File: src/rtl/fft_frame_sequencer_pkg.sv
// Shared types and helpers for the FFT frame sequencer.
package fft_seq_pkg;

    typedef enum logic [1:0] {
        FILL = 2'd0,
        WAIT = 2'd1,
        SCAN = 2'd2,
        EMIT = 2'd3
    } seq_state_t;

    localparam int NSAMPLES_DEFAULT = 1024;
    localparam int IDX_W            = $clog2(NSAMPLES_DEFAULT);

    // A bin may win the peak only inside MIN_BIN .. NSamples/2-1 (above that is the mirrored half).
    function automatic logic bin_eligible(input int bin, input int nsamples, input int min_bin);
        return (bin >= min_bin) && (bin <= (nsamples / 2) - 1);
    endfunction

endpackage

File: src/rtl/fft_frame_sequencer_if.sv
// Stream bundle between the sequencer (master) and its audio source, FFT core, magnitude path and pitch consumer.
interface fft_frame_sequencer_if #(
    parameter int W     = 16,
    parameter int MW    = 33,
    parameter int IDX_W = 10
);
    logic             audio_in_valid;
    logic             audio_in_ready;
    logic [W-1:0]     audio_in_data;
    logic             fft_in_valid;
    logic             fft_in_ready;
    logic [W-1:0]     fft_in_data;
    logic             fft_in_last;
    logic             mag_valid;
    logic             mag_ready;
    logic [MW-1:0]    mag_data;
    logic             mag_last;
    logic             pitch_valid;
    logic             pitch_ready;
    logic [IDX_W-1:0] pitch_data;

    modport master (
        input  audio_in_valid, audio_in_data, fft_in_ready, mag_valid, mag_data, mag_last, pitch_ready,
        output audio_in_ready, fft_in_valid, fft_in_data, fft_in_last, mag_ready, pitch_valid, pitch_data
    );

    modport slave (
        output audio_in_valid, audio_in_data, fft_in_ready, mag_valid, mag_data, mag_last, pitch_ready,
        input  audio_in_ready, fft_in_valid, fft_in_data, fft_in_last, mag_ready, pitch_valid, pitch_data
    );
endinterface

File: src/rtl/fft_frame_sequencer_peak_tracker.sv
// Running argmax over magnitude bins; strict compare so ties keep the earliest index.
module peak_tracker #(
    parameter int MW = 33,
    parameter int IW = 10
) (
    input  logic          clk,
    input  logic          reset,
    input  logic          clear_i,
    input  logic          en_i,
    input  logic [MW-1:0] mag_i,
    input  logic [IW-1:0] idx_i,
    output logic          take_o,
    output logic [MW-1:0] peak_o,
    output logic [IW-1:0] peak_idx_o
);
    logic [MW-1:0] peak_q, peak_d;
    logic [IW-1:0] idx_q, idx_d;

    // Next peak: clear between frames, otherwise replace only on a strictly larger eligible bin.
    always_comb begin
        take_o = en_i && (mag_i > peak_q);
        peak_d = peak_q;
        idx_d  = idx_q;
        if (clear_i) begin
            peak_d = '0;
            idx_d  = '0;
        end else if (take_o) begin
            peak_d = mag_i;
            idx_d  = idx_i;
        end else begin
            peak_d = peak_q;
            idx_d  = idx_q;
        end
    end

    // Peak registers.
    always_ff @(posedge clk) begin
        if (reset) begin
            peak_q <= '0;
            idx_q  <= '0;
        end else begin
            peak_q <= peak_d;
            idx_q  <= idx_d;
        end
    end

    assign peak_o     = peak_q;
    assign peak_idx_o = idx_q;
endmodule

File: src/rtl/fft_frame_sequencer.sv
// Frames audio into NSamples-long FFT blocks, then scans the returned bins and emits the peak bin index.
// Build macro SEQ_THRESH_EN: a frame whose peak is below THRESH re-emits the previous result instead.
module fft_frame_sequencer
    import fft_seq_pkg::*;
#(
    parameter int NSamples = 1024,
    parameter int W        = 16,
    parameter int MW       = 33,
    parameter int MIN_BIN  = 2,
    parameter int THRESH   = 1024
) (
    input  logic                  clk,
    input  logic                  reset,
    fft_frame_sequencer_if.master bus,
    output logic                  busy,
    output logic                  frame_err
);
    localparam int IW = $clog2(NSamples);
    localparam int CW = IW + 1;

    seq_state_t    state_q;
    logic [IW-1:0] sample_cnt_q;
    logic [CW-1:0] bin_cnt_q;
    logic          mag_ready_q;
    logic          busy_q;
    logic          pitch_valid_q;
    logic [IW-1:0] pitch_data_q;
    logic          frame_err_q;

    logic          in_fill_s;
    logic          audio_xfer_s;
    logic          scanning_s;
    logic          mag_xfer_s;
    logic          pitch_xfer_s;
    logic [CW-1:0] cur_bin_s;
    logic [CW-1:0] bin_inc_s;
    logic          bin_en_s;
    logic          take_s;
    logic [MW-1:0] peak_s;
    logic [IW-1:0] peak_idx_s;
    logic [IW-1:0] final_idx_s;
    logic [IW-1:0] result_s;

    // FILL is a straight pass-through from the audio source to the FFT core; everything else stalls it.
    always_comb begin
        in_fill_s          = (state_q == FILL);
        bus.fft_in_valid   = in_fill_s && bus.audio_in_valid;
        bus.audio_in_ready = in_fill_s && bus.fft_in_ready;
        bus.fft_in_data    = W'(bus.audio_in_data);
        bus.fft_in_last    = in_fill_s && (sample_cnt_q == IW'(NSamples - 1));
    end

    // Handshakes and the index of the bin currently on the bus (WAIT always sees bin 0).
    always_comb begin
        audio_xfer_s = bus.fft_in_valid && bus.audio_in_ready;
        scanning_s   = (state_q == WAIT) || (state_q == SCAN);
        mag_xfer_s   = scanning_s && mag_ready_q && bus.mag_valid;
        pitch_xfer_s = (state_q == EMIT) && pitch_valid_q && bus.pitch_ready;
        cur_bin_s    = (state_q == SCAN) ? bin_cnt_q : CW'(0);
        bin_en_s     = mag_xfer_s && bin_eligible(int'(cur_bin_s), NSamples, MIN_BIN);
        final_idx_s  = take_s ? cur_bin_s[IW-1:0] : peak_idx_s;
        if (cur_bin_s == {CW{1'b1}}) begin
            bin_inc_s = cur_bin_s;
        end else begin
            bin_inc_s = cur_bin_s + CW'(1);
        end
    end

    peak_tracker #(
        .MW (MW),
        .IW (IW)
    ) u_peak (
        .clk        (clk),
        .reset      (reset),
        .clear_i    (pitch_xfer_s),
        .en_i       (bin_en_s),
        .mag_i      (bus.mag_data),
        .idx_i      (cur_bin_s[IW-1:0]),
        .take_o     (take_s),
        .peak_o     (peak_s),
        .peak_idx_o (peak_idx_s)
    );

`ifdef SEQ_THRESH_EN
    logic [IW-1:0] prev_q;
    logic [MW-1:0] final_peak_s;
    logic          weak_s;

    // A weak frame repeats the last accepted result.
    always_comb begin
        final_peak_s = take_s ? bus.mag_data : peak_s;
        weak_s       = (final_peak_s < MW'(THRESH));
        if (weak_s) begin
            result_s = prev_q;
        end else begin
            result_s = final_idx_s;
        end
    end

    // Last accepted result, updated only by frames that clear the threshold.
    always_ff @(posedge clk) begin
        if (reset) begin
            prev_q <= '0;
        end else if (mag_xfer_s && bus.mag_last && !weak_s) begin
            prev_q <= final_idx_s;
        end else begin
            prev_q <= prev_q;
        end
    end
`else
    localparam int unused_thresh = THRESH;
    logic          unused_peak_s;

    // Plain argmax; the running magnitude is not needed here.
    always_comb begin
        unused_peak_s = ^peak_s;
        result_s      = final_idx_s;
    end
`endif

    // Sequencer FSM with its registered outputs.
    always_ff @(posedge clk) begin
        if (reset) begin
            state_q       <= FILL;
            sample_cnt_q  <= '0;
            bin_cnt_q     <= '0;
            mag_ready_q   <= 1'b0;
            busy_q        <= 1'b0;
            pitch_valid_q <= 1'b0;
            pitch_data_q  <= '0;
            frame_err_q   <= 1'b0;
        end else begin
            case (state_q)
                FILL: begin
                    if (audio_xfer_s) begin
                        if (sample_cnt_q == IW'(NSamples - 1)) begin
                            state_q      <= WAIT;
                            sample_cnt_q <= '0;
                            mag_ready_q  <= 1'b1;
                            busy_q       <= 1'b1;
                        end else begin
                            sample_cnt_q <= sample_cnt_q + IW'(1);
                        end
                    end
                end
                WAIT, SCAN: begin
                    if (mag_xfer_s) begin
                        if (bus.mag_last) begin
                            state_q       <= EMIT;
                            bin_cnt_q     <= '0;
                            mag_ready_q   <= 1'b0;
                            pitch_valid_q <= 1'b1;
                            pitch_data_q  <= result_s;
                            if (cur_bin_s != CW'(NSamples - 1)) begin
                                frame_err_q <= 1'b1;
                            end
                        end else begin
                            state_q   <= SCAN;
                            bin_cnt_q <= bin_inc_s;
                        end
                    end
                end
                EMIT: begin
                    if (pitch_xfer_s) begin
                        state_q       <= FILL;
                        pitch_valid_q <= 1'b0;
                        busy_q        <= 1'b0;
                    end
                end
                default: begin
                    state_q       <= FILL;
                    sample_cnt_q  <= '0;
                    bin_cnt_q     <= '0;
                    mag_ready_q   <= 1'b0;
                    busy_q        <= 1'b0;
                    pitch_valid_q <= 1'b0;
                end
            endcase
        end
    end

    assign bus.mag_ready   = mag_ready_q;
    assign bus.pitch_valid = pitch_valid_q;
    assign bus.pitch_data  = pitch_data_q;
    assign busy            = busy_q;
    assign frame_err       = frame_err_q;
endmodule

File: src/flat_wrapper.sv
// flat-port wrapper written by rule: the top's interface ports become plain ports
module fft_frame_sequencer_flat import fft_seq_pkg::*;
#(
    parameter int NSamples = 1024,
    parameter int W        = 16,
    parameter int MW       = 33,
    parameter int MIN_BIN  = 2,
    parameter int THRESH   = 1024
)
  (clk, reset, busy, frame_err, bus_audio_in_valid, bus_audio_in_data, bus_fft_in_ready, bus_mag_valid, bus_mag_data, bus_mag_last, bus_pitch_ready, bus_audio_in_ready, bus_fft_in_valid, bus_fft_in_data, bus_fft_in_last, bus_mag_ready, bus_pitch_valid, bus_pitch_data);
  fft_frame_sequencer_if #(.W(W), .MW(MW), .IDX_W((10))) bus_i ();
  input  logic clk;
  input  logic reset;
  output logic busy;
  output logic frame_err;
  input wire logic [$bits(bus_i.audio_in_valid)-1:0] bus_audio_in_valid;
  input wire logic [$bits(bus_i.audio_in_data)-1:0] bus_audio_in_data;
  input wire logic [$bits(bus_i.fft_in_ready)-1:0] bus_fft_in_ready;
  input wire logic [$bits(bus_i.mag_valid)-1:0] bus_mag_valid;
  input wire logic [$bits(bus_i.mag_data)-1:0] bus_mag_data;
  input wire logic [$bits(bus_i.mag_last)-1:0] bus_mag_last;
  input wire logic [$bits(bus_i.pitch_ready)-1:0] bus_pitch_ready;
  output wire logic [$bits(bus_i.audio_in_ready)-1:0] bus_audio_in_ready;
  output wire logic [$bits(bus_i.fft_in_valid)-1:0] bus_fft_in_valid;
  output wire logic [$bits(bus_i.fft_in_data)-1:0] bus_fft_in_data;
  output wire logic [$bits(bus_i.fft_in_last)-1:0] bus_fft_in_last;
  output wire logic [$bits(bus_i.mag_ready)-1:0] bus_mag_ready;
  output wire logic [$bits(bus_i.pitch_valid)-1:0] bus_pitch_valid;
  output wire logic [$bits(bus_i.pitch_data)-1:0] bus_pitch_data;
  assign bus_i.audio_in_valid = bus_audio_in_valid;
  assign bus_i.audio_in_data = bus_audio_in_data;
  assign bus_i.fft_in_ready = bus_fft_in_ready;
  assign bus_i.mag_valid = bus_mag_valid;
  assign bus_i.mag_data = bus_mag_data;
  assign bus_i.mag_last = bus_mag_last;
  assign bus_i.pitch_ready = bus_pitch_ready;
  assign bus_audio_in_ready = bus_i.audio_in_ready;
  assign bus_fft_in_valid = bus_i.fft_in_valid;
  assign bus_fft_in_data = bus_i.fft_in_data;
  assign bus_fft_in_last = bus_i.fft_in_last;
  assign bus_mag_ready = bus_i.mag_ready;
  assign bus_pitch_valid = bus_i.pitch_valid;
  assign bus_pitch_data = bus_i.pitch_data;
  fft_frame_sequencer #(.NSamples(NSamples), .W(W), .MW(MW), .MIN_BIN(MIN_BIN), .THRESH(THRESH)) u_core (.clk(clk), .reset(reset), .bus(bus_i), .busy(busy), .frame_err(frame_err));
endmodule
File: config.mk
export PLATFORM = sky130hd
export DESIGN_NAME = fft_frame_sequencer_flat
export DESIGN_NICKNAME = d
export VERILOG_FILES = /design/src/rtl/fft_frame_sequencer_pkg.sv /design/src/rtl/fft_frame_sequencer_if.sv /design/src/rtl/fft_frame_sequencer_peak_tracker.sv /design/src/rtl/fft_frame_sequencer.sv /design/src/flat_wrapper.sv
export SDC_FILE = /design/constraint.sdc
export NUM_CORES = 1
export LEC_CHECK = 0
export BUFFER_PORTS_ARGS = -buffer_cell sky130_fd_sc_hd__buf_2
export CAP_MARGIN = 20
export CORE_ASPECT_RATIO = 0.8
export CORE_UTILIZATION = 60
export DETAILED_ROUTE_END_ITERATION = 7
export GPL_ROUTABILITY_DRIVEN = 0
export GPL_TIMING_DRIVEN = 1
export PLACE_DENSITY = 0.91
export SYNTH_ARGS = -nofsm -noshare
export SYNTH_HDL_FRONTEND = slang
export SYNTH_SLANG_ARGS = --single-unit
File: constraint.sdc
create_clock -name clk -period 6.05 [get_ports clk]
set_clock_uncertainty 0.15 [all_clocks]
set_input_delay 0.3025 -clock clk [delete_from_list [all_inputs] [get_ports clk]]
set_output_delay 0.3025 -clock clk [all_outputs]
set_load 0.02 [all_outputs]
# Word level (Yosys, flattened, before mapping)
# Cells that the tools add are included.
[word_totals] reg_bits=80 input_bits=56 elab_cells=73
[classes] addsub=2 magnitude_cmp=3 eq_ne=11 mux=21 reduce_logical=26
[ops] operator="> comparator 33 bit" n=1
[ops] operator="2-to-1 mux 11 bit" n=3
[ops] operator="2-to-1 mux 10 bit" n=2
[ops] operator="AND reduction 4 bit" n=4
[ops] operator="adder 11 x 1 -> 11 bit, second input constant" n=1
[ops] operator="equality test 11 bit, second input constant" n=1
[ops] operator=">= comparator 11 x 2 -> 1 bit, second input constant" n=1
[ops] operator="<= comparator 11 x 9 -> 1 bit, second input constant" n=1
[ops] operator="logical AND 1 bit" n=11
[ops] operator="!= test 11 x 10 -> 1 bit, second input constant" n=1
[ops] operator="adder 10 x 1 -> 10 bit, second input constant" n=1
[ops] operator="equality test 10 bit, second input constant" n=1
[ops] operator="2-to-1 mux 1 bit" n=8
[ops] operator="2-to-1 mux 2 bit" n=4
[ops] operator="!= test 2 bit, second input constant" n=3
[ops] operator="one-hot mux 1 bit (2 select lines)" n=3
[ops] operator="one-hot mux 2 bit (3 select lines)" n=1
[ops] operator="nonzero test 2 bit" n=3
[ops] operator="AND reduction 5 bit" n=1
[ops] operator="equality test 2 bit, second input constant" n=2
[ops] operator="!= test 2 x 1 -> 1 bit, second input constant" n=2
[ops] operator="AND reduction 2 bit" n=2
[ops] operator="OR reduction 2 bit" n=2
[ops] operator="AND reduction 3 bit" n=1
[ops] operator="3 further kinds" n=3

# Longest topological paths before layout
[logic_depth] ltp_word=7 depth_mapped=15 depth_no_buf=12

# Hierarchy
# A second synthesis with hierarchy kept.
[unflattened] cells_unflattened=650 area_unflattened_um2=5387.7
[by_module_without_submodules] mod="peak_tracker" instances=1 cells_each=384 area_per_inst_um2=3189.3
[by_module_without_submodules] mod="fft_frame_sequencer" instances=1 cells_each=266 area_per_inst_um2=2198.4

# Worst setup path after synthesis
# OpenSTA, ideal clock, no wires.
[synth_timing] path_type="register to register" from="register u_core.state_q[0]" to="register u_core.bin_cnt_q[7]" setup_time_ns=0.070 arrival_ns=2.381 required_ns=5.830 slack_ns=3.449 stages_incl_launch_ff=13 path_buffers=1 period_less_slack_ns=2.601 cell_sequence="dfxtp_1 -> inv_1 -> ha_1 -> buf_6 -> and2_1 -> ha_1 -> and3_1 -> and4_4 -> and3_4 -> nor2_4 -> nand3_1 -> or4_1 -> a21oi_1"
[synth_between] elab_chain_len=5
[synth_lines] item="start, declared" line_no="fft_frame_sequencer.sv:21" rtl="seq_state_t state_q;"
[synth_lines] item="start signal, assigned" line_no="fft_frame_sequencer.sv:124" rtl="state_q <= FILL;"
[synth_lines] item="start signal, assigned" line_no="fft_frame_sequencer.sv:137" rtl="state_q <= WAIT;"
[synth_lines] item="start signal, assigned" line_no="fft_frame_sequencer.sv:149" rtl="state_q <= EMIT;"
[synth_lines] item="equality test 2 bit / equality test 2 x 1 -> 1 bit (equally long branches)" line_no="fft_frame_sequencer.sv:56, fft_frame_sequencer.sv:59, fft_frame_sequencer.sv:133"
[synth_lines] item="2-to-1 mux 11 bit / logical OR 1 bit (equally long branches)" line_no="fft_frame_sequencer.sv:59, fft_frame_sequencer.sv:56"
[synth_lines] item="adder 11 x 1 -> 11 bit, or another cell as far along" line_no="fft_frame_sequencer.sv:65" rtl="bin_inc_s = cur_bin_s + CW'(1);"
[synth_lines] item="2-to-1 mux 11 bit / logical AND 1 bit (equally long branches)" line_no="fft_frame_sequencer.sv:62, fft_frame_sequencer.sv:57"
[synth_lines] item="2-to-1 mux 11 bit / AND reduction 2 bit (equally long branches)"
[synth_lines] item="end signal, assigned" line_no="fft_frame_sequencer.sv:159" rtl="bin_cnt_q <= bin_inc_s;"
[synth_lines] item="end, declared" line_no="fft_frame_sequencer.sv:23" rtl="logic [CW-1:0] bin_cnt_q;"
# Several ways; a longest one is shown, not always the timed one.
# A chain may end at the register's enable or synchronous reset.

# Worst setup path in the final report
[layout_timing] from="register u_core.state_q[0]" to="register u_core.pitch_data_q[0], in the netlist u_core.bus.pitch_data[0]"
[layout_between] elab_chain_len=7
[layout_lines] item="equality test 2 bit / equality test 2 x 1 -> 1 bit (equally long branches)" line_no="fft_frame_sequencer.sv:56, fft_frame_sequencer.sv:59, fft_frame_sequencer.sv:133"
[layout_lines] item="2-to-1 mux 11 bit / logical OR 1 bit (equally long branches)" line_no="fft_frame_sequencer.sv:59, fft_frame_sequencer.sv:56"
[layout_lines] item=">= comparator 11 x 2 -> 1 bit, or another cell as far along" line_no="fft_frame_sequencer_pkg.sv:16" rtl="return (bin >= min_bin) && (bin <= (nsamples / 2) - 1);"
[layout_lines] item="logical AND 1 bit (on tied branches)" line_no="fft_frame_sequencer_pkg.sv:16, fft_frame_sequencer.sv:57"
[layout_lines] item="logical AND 1 bit" line_no="fft_frame_sequencer.sv:60" rtl="bin_en_s = mag_xfer_s && bin_eligible(int'(cur_bin_s), NSamples, MIN_BIN);"
[layout_lines] item="logical AND 1 bit" line_no="fft_frame_sequencer_peak_tracker.sv:21" rtl="take_o = en_i && (mag_i > peak_q);"
[layout_lines] item="2-to-1 mux 10 bit" line_no="fft_frame_sequencer.sv:61" rtl="final_idx_s = take_s ? cur_bin_s[IW-1:0] : peak_idx_s;"
[layout_lines] item="end signal, assigned" line_no="fft_frame_sequencer.sv:153" rtl="pitch_data_q <= result_s;"
[layout_lines] item="end, declared" line_no="fft_frame_sequencer.sv:27" rtl="logic [IW-1:0] pitch_data_q;"
# Several ways; a longest one is shown, not always the timed one.

==> summary.txt <==
==================================================================================================
Antenna violations before repair ....................................................            1
Maximum clock frequency .............................................................    0.284 GHz
Largest net degree at the start of global routing ...................................           86
TritonCTS buffer count ..............................................................            9
Cell area after technology mapping ..................................................    4610 um^2
Post-Syn Area per Cell ..............................................................    8.04 um^2
Drt initial violations ..............................................................          395
Most frequent standard cell in the layout excluding fill and tap cells .............. sky130_fd_sc_hd__dfxtp_1
Per-cell via count in the routed design .............................................         5.98
Number of flops mapped to enable cells by yosys .....................................            0
Area of combinational cells with multiple inputs ....................................    2590 um^2
Clock tree from TritonCTS ...........................................................         done
Power per Cell Area .................................................................  208 nW/um^2
Ys flop type ........................................................................ sky130_fd_sc_hd__dfxtp_1
Via count ...........................................................................         4207
Number of buffer cells added on primary ports .......................................           56
Count of mapped cells out of synthesis ..............................................          574
Required time reported for the critical path endpoint ...............................      6.15 ns
HPWL after detailed placement .......................................................      7330 um
Number of stages on the worst hold path .............................................            3
Post-synthesis register bit count ...................................................           80
FFs w/ async S/R, synth .............................................................           0%
Commonest cells after routing, fill and taps aside .................................. sky130_fd_sc_hd__dfxtp_1, sky130_fd_sc_hd__nand2_1, sky130_fd_sc_hd__buf_2
Minimum clock period ................................................................      3.53 ns
Starting utilization of the core area ...............................................        62.1%
Global routing usage summed across all routing layers ...............................        27.2%
Wire length of the first global-routing pass ........................................     17300 um
Final worst path period share .......................................................        58.3%
Total leakage power .................................................................      1.86 nW
Setup-failing EPs final .............................................................            0
Seq/Total Area, Yosys ...............................................................        34.7%
Number of global-route vias before repair ...........................................         3865
Fin. Hold Viols .....................................................................            0
Unrepaired setup endpoints after global routing .....................................        false
Final Max Slew Viols ................................................................            0
Total die area ......................................................................    8050 um^2
Pre-CTS setup slack .................................................................      2.61 ns
Number of nets still failing antenna checks after routing ...........................            0
Smallest setup slack after layout ...................................................      2.52 ns
Final #Nets .........................................................................          688
Max-capacitance violation count .....................................................            0
Buffers from clock root to sink, at most ............................................            2
Type of the worst setup path ........................................................ flip-flop to flip-flop
Per-cell routed wire length .........................................................      14.9 um
Category of the worst setup path launch point .......................................    flip-flop
Floorplan Core Area .................................................................    7430 um^2
Number of cell rows .................................................................           28
Total congestion overflow after global routing ......................................            0
Status .............................................................................. finished, final reports clean
Post-Route Setup TNS ................................................................         0 ns
Number of filler instances in the final layout ......................................          626
First-pass iteration count of the detailed router ...................................            6
Layout cell share with drive strength beyond 1 ......................................        15.1%
Setup Buffers After CTS .............................................................            0
X dimension of the die ..............................................................       100 um
# clock sinks .......................................................................           80
Routed WL ...........................................................................     10500 um
Max-slew headroom at the worst pin ..................................................        45.0%
Arrival time of data at the critical path endpoint ..................................      3.63 ns
Unique masters post-synth ...........................................................           55
Root buffer cell .................................................................... sky130_fd_sc_hd__clkbuf_8
Resized Gates After CTS .............................................................            0
Transition at the pin with the smallest max-transition slack ........................     0.825 ns
Sort of element at the end of the critical path .....................................    flip-flop
Largest fanout of any net on the critical path ......................................           35
Post-synthesis net count ............................................................          669
Max H-tree Level ....................................................................            3
Worst vdd rail ir drop ..............................................................       159 uV
Yosys synthesis warning count .......................................................            0
Synthesis-to-layout area growth .....................................................        7.49%
Clock transition time at the flip-flop clock pins of the worst setup and hold paths .      0.08 ns
Hold buffer count at cts ............................................................            0
Count of boundary I/O pins ..........................................................           89
R2R cell count ......................................................................           13
Insertion delay to the later sink of the worst-skew pair ............................      0.36 ns
Detailed-route DRC error count ......................................................            0
Register area .......................................................................    1600 um^2
Path category of the worst min-delay check .......................................... primary input to flip-flop
Die Span Y ..........................................................................      80.4 um
==================================================================================================
## final timing paths
path	start	to	slack [ns]
worst max-delay path	u_core.state_q[0]$_SDFFE_PP0P_	u_core.bus.pitch_data[0]$_SDFFE_PP0P_	2.52
worst min-delay path	bus_mag_data[15]	u_core.u_peak.peak_o[15]$_SDFFE_PP0P_	0.04
worst max register to register	u_core.state_q[0]$_SDFFE_PP0P_	u_core.bus.pitch_data[0]$_SDFFE_PP0P_	2.52
worst min register to register	u_core.u_peak.peak_idx_o[9]$_SDFF_PP0_	u_core.u_peak.peak_idx_o[9]$_SDFF_PP0_	0.30
## state kept, by name (all words and copies together), names as in the netlist
register	count
u_core.u_peak.peak_o	33
u_core.bin_cnt_q	11
u_core.bus.pitch_data	10
u_core.sample_cnt_q	10
u_core.u_peak.peak_idx_o	10
u_core.state_q	2
u_core.bus.mag_ready	1
u_core.bus.pitch_valid	1
u_core.busy	1
u_core.frame_err	1
## cell families after synthesis
kind of cell / Yosys count / synth area share, %
xor gates and xnor gates: 7 / 1.33
DFF: 80 / 34.7
AOI/OAI and AO/OA: 115 / 15.2
buffers and inverters: 91 / 9.52
and+or+nand+nor: 230 / 26.0
muxes: 12 / 2.63
adders and majority gates: 39 / 10.6
## Yosys cell counts (5+ instances only)
| master | count | area, um^2 |
|---|---|---|
| sky130_fd_sc_hd__dfxtp_1 | 80 | 1600 |
| sky130_fd_sc_hd__nand2_1 | 76 | 285 |
| sky130_fd_sc_hd__nand4_1 | 43 | 269 |
| sky130_fd_sc_hd__nor2_1 | 42 | 158 |
| sky130_fd_sc_hd__inv_1 | 41 | 154 |
| sky130_fd_sc_hd__ha_1 | 39 | 488 |
| sky130_fd_sc_hd__a21oi_1 | 33 | 165 |
| sky130_fd_sc_hd__o21ai_1 | 33 | 165 |
| sky130_fd_sc_hd__clkbuf_1 | 18 | 67.6 |
| sky130_fd_sc_hd__nand3_1 | 17 | 85.1 |
| sky130_fd_sc_hd__o21ai_0 | 17 | 85.1 |
| sky130_fd_sc_hd__buf_4 | 16 | 120 |
| sky130_fd_sc_hd__and2_1 | 12 | 75.1 |
| sky130_fd_sc_hd__buf_2 | 12 | 60.1 |
| sky130_fd_sc_hd__mux2i_1 | 11 | 110 |
| sky130_fd_sc_hd__o221a_1 | 9 | 101 |
| sky130_fd_sc_hd__and3_1 | 6 | 37.5 |
| sky130_fd_sc_hd__xnor2_1 | 5 | 43.8 |
## per-layer routing
layer	track usage [%]	vias up	wire length, um
met3	6.96	33	765
li1	-	2044	-
met1	33.6	1964	4550
met4	11.6	0	243
met5	0	-	0
met2	45.0	166	4920
## final cells by class
cell class / instances / area share (%)
sequential: 80 / 32.3
timing repair buffer: 58 / 5.96
multi-input combinational: 403 / 52.2
inverter: 41 / 3.10
clock inverter: 4 / 0.908
tap: 105 / 2.65
antenna: 1 / 0.0505
clock buffer: 11 / 2.85
## worst max-delay path: stages, from the launching register on
cell	delay [ns]
sky130_fd_sc_hd__dfxtp_1	0.34
sky130_fd_sc_hd__inv_1	0.09
sky130_fd_sc_hd__ha_1	0.52
sky130_fd_sc_hd__nand2_1	0.19
sky130_fd_sc_hd__inv_1	0.15
sky130_fd_sc_hd__ha_1	0.24
sky130_fd_sc_hd__and3_1	0.23
sky130_fd_sc_hd__and2_1	0.20
sky130_fd_sc_hd__nand2_1	0.09
sky130_fd_sc_hd__a21oi_1	0.20
sky130_fd_sc_hd__and2_1	0.15
sky130_fd_sc_hd__buf_4	0.35
sky130_fd_sc_hd__nand3_4	0.20
sky130_fd_sc_hd__o221a_1	0.28
## metrics by stage
step           hold WS [ns]  std cells  util (%)  power, mW  instance area (um^2)
3_3_place_gp          0.272        687      64.2      0.649                  4770
2_1_floorplan         0.260        574         -      0.635                  4610
6_report             0.0400        703      66.8       1.03                  4960
4_1_cts              0.0305        702      66.7       1.04                  4960
5_1_grt              0.0496        702      66.7       1.07                  4960
3_5_place_dp          0.290        687      64.2      0.656                  4770
## report_power, final
part / total [mW] / switching, mW / internal, mW / leakage [nW]
Combinational: 0.111 / 0.0685 / 0.0430 / 1.11
Clock: 0.388 / 0.191 / 0.198 / 0.0990
Sequential: 0.534 / 0.00399 / 0.530 / 0.644
Total: 1.03 / 0.263 / 0.771 / 1.86
(Power assumes the default switching activity.)
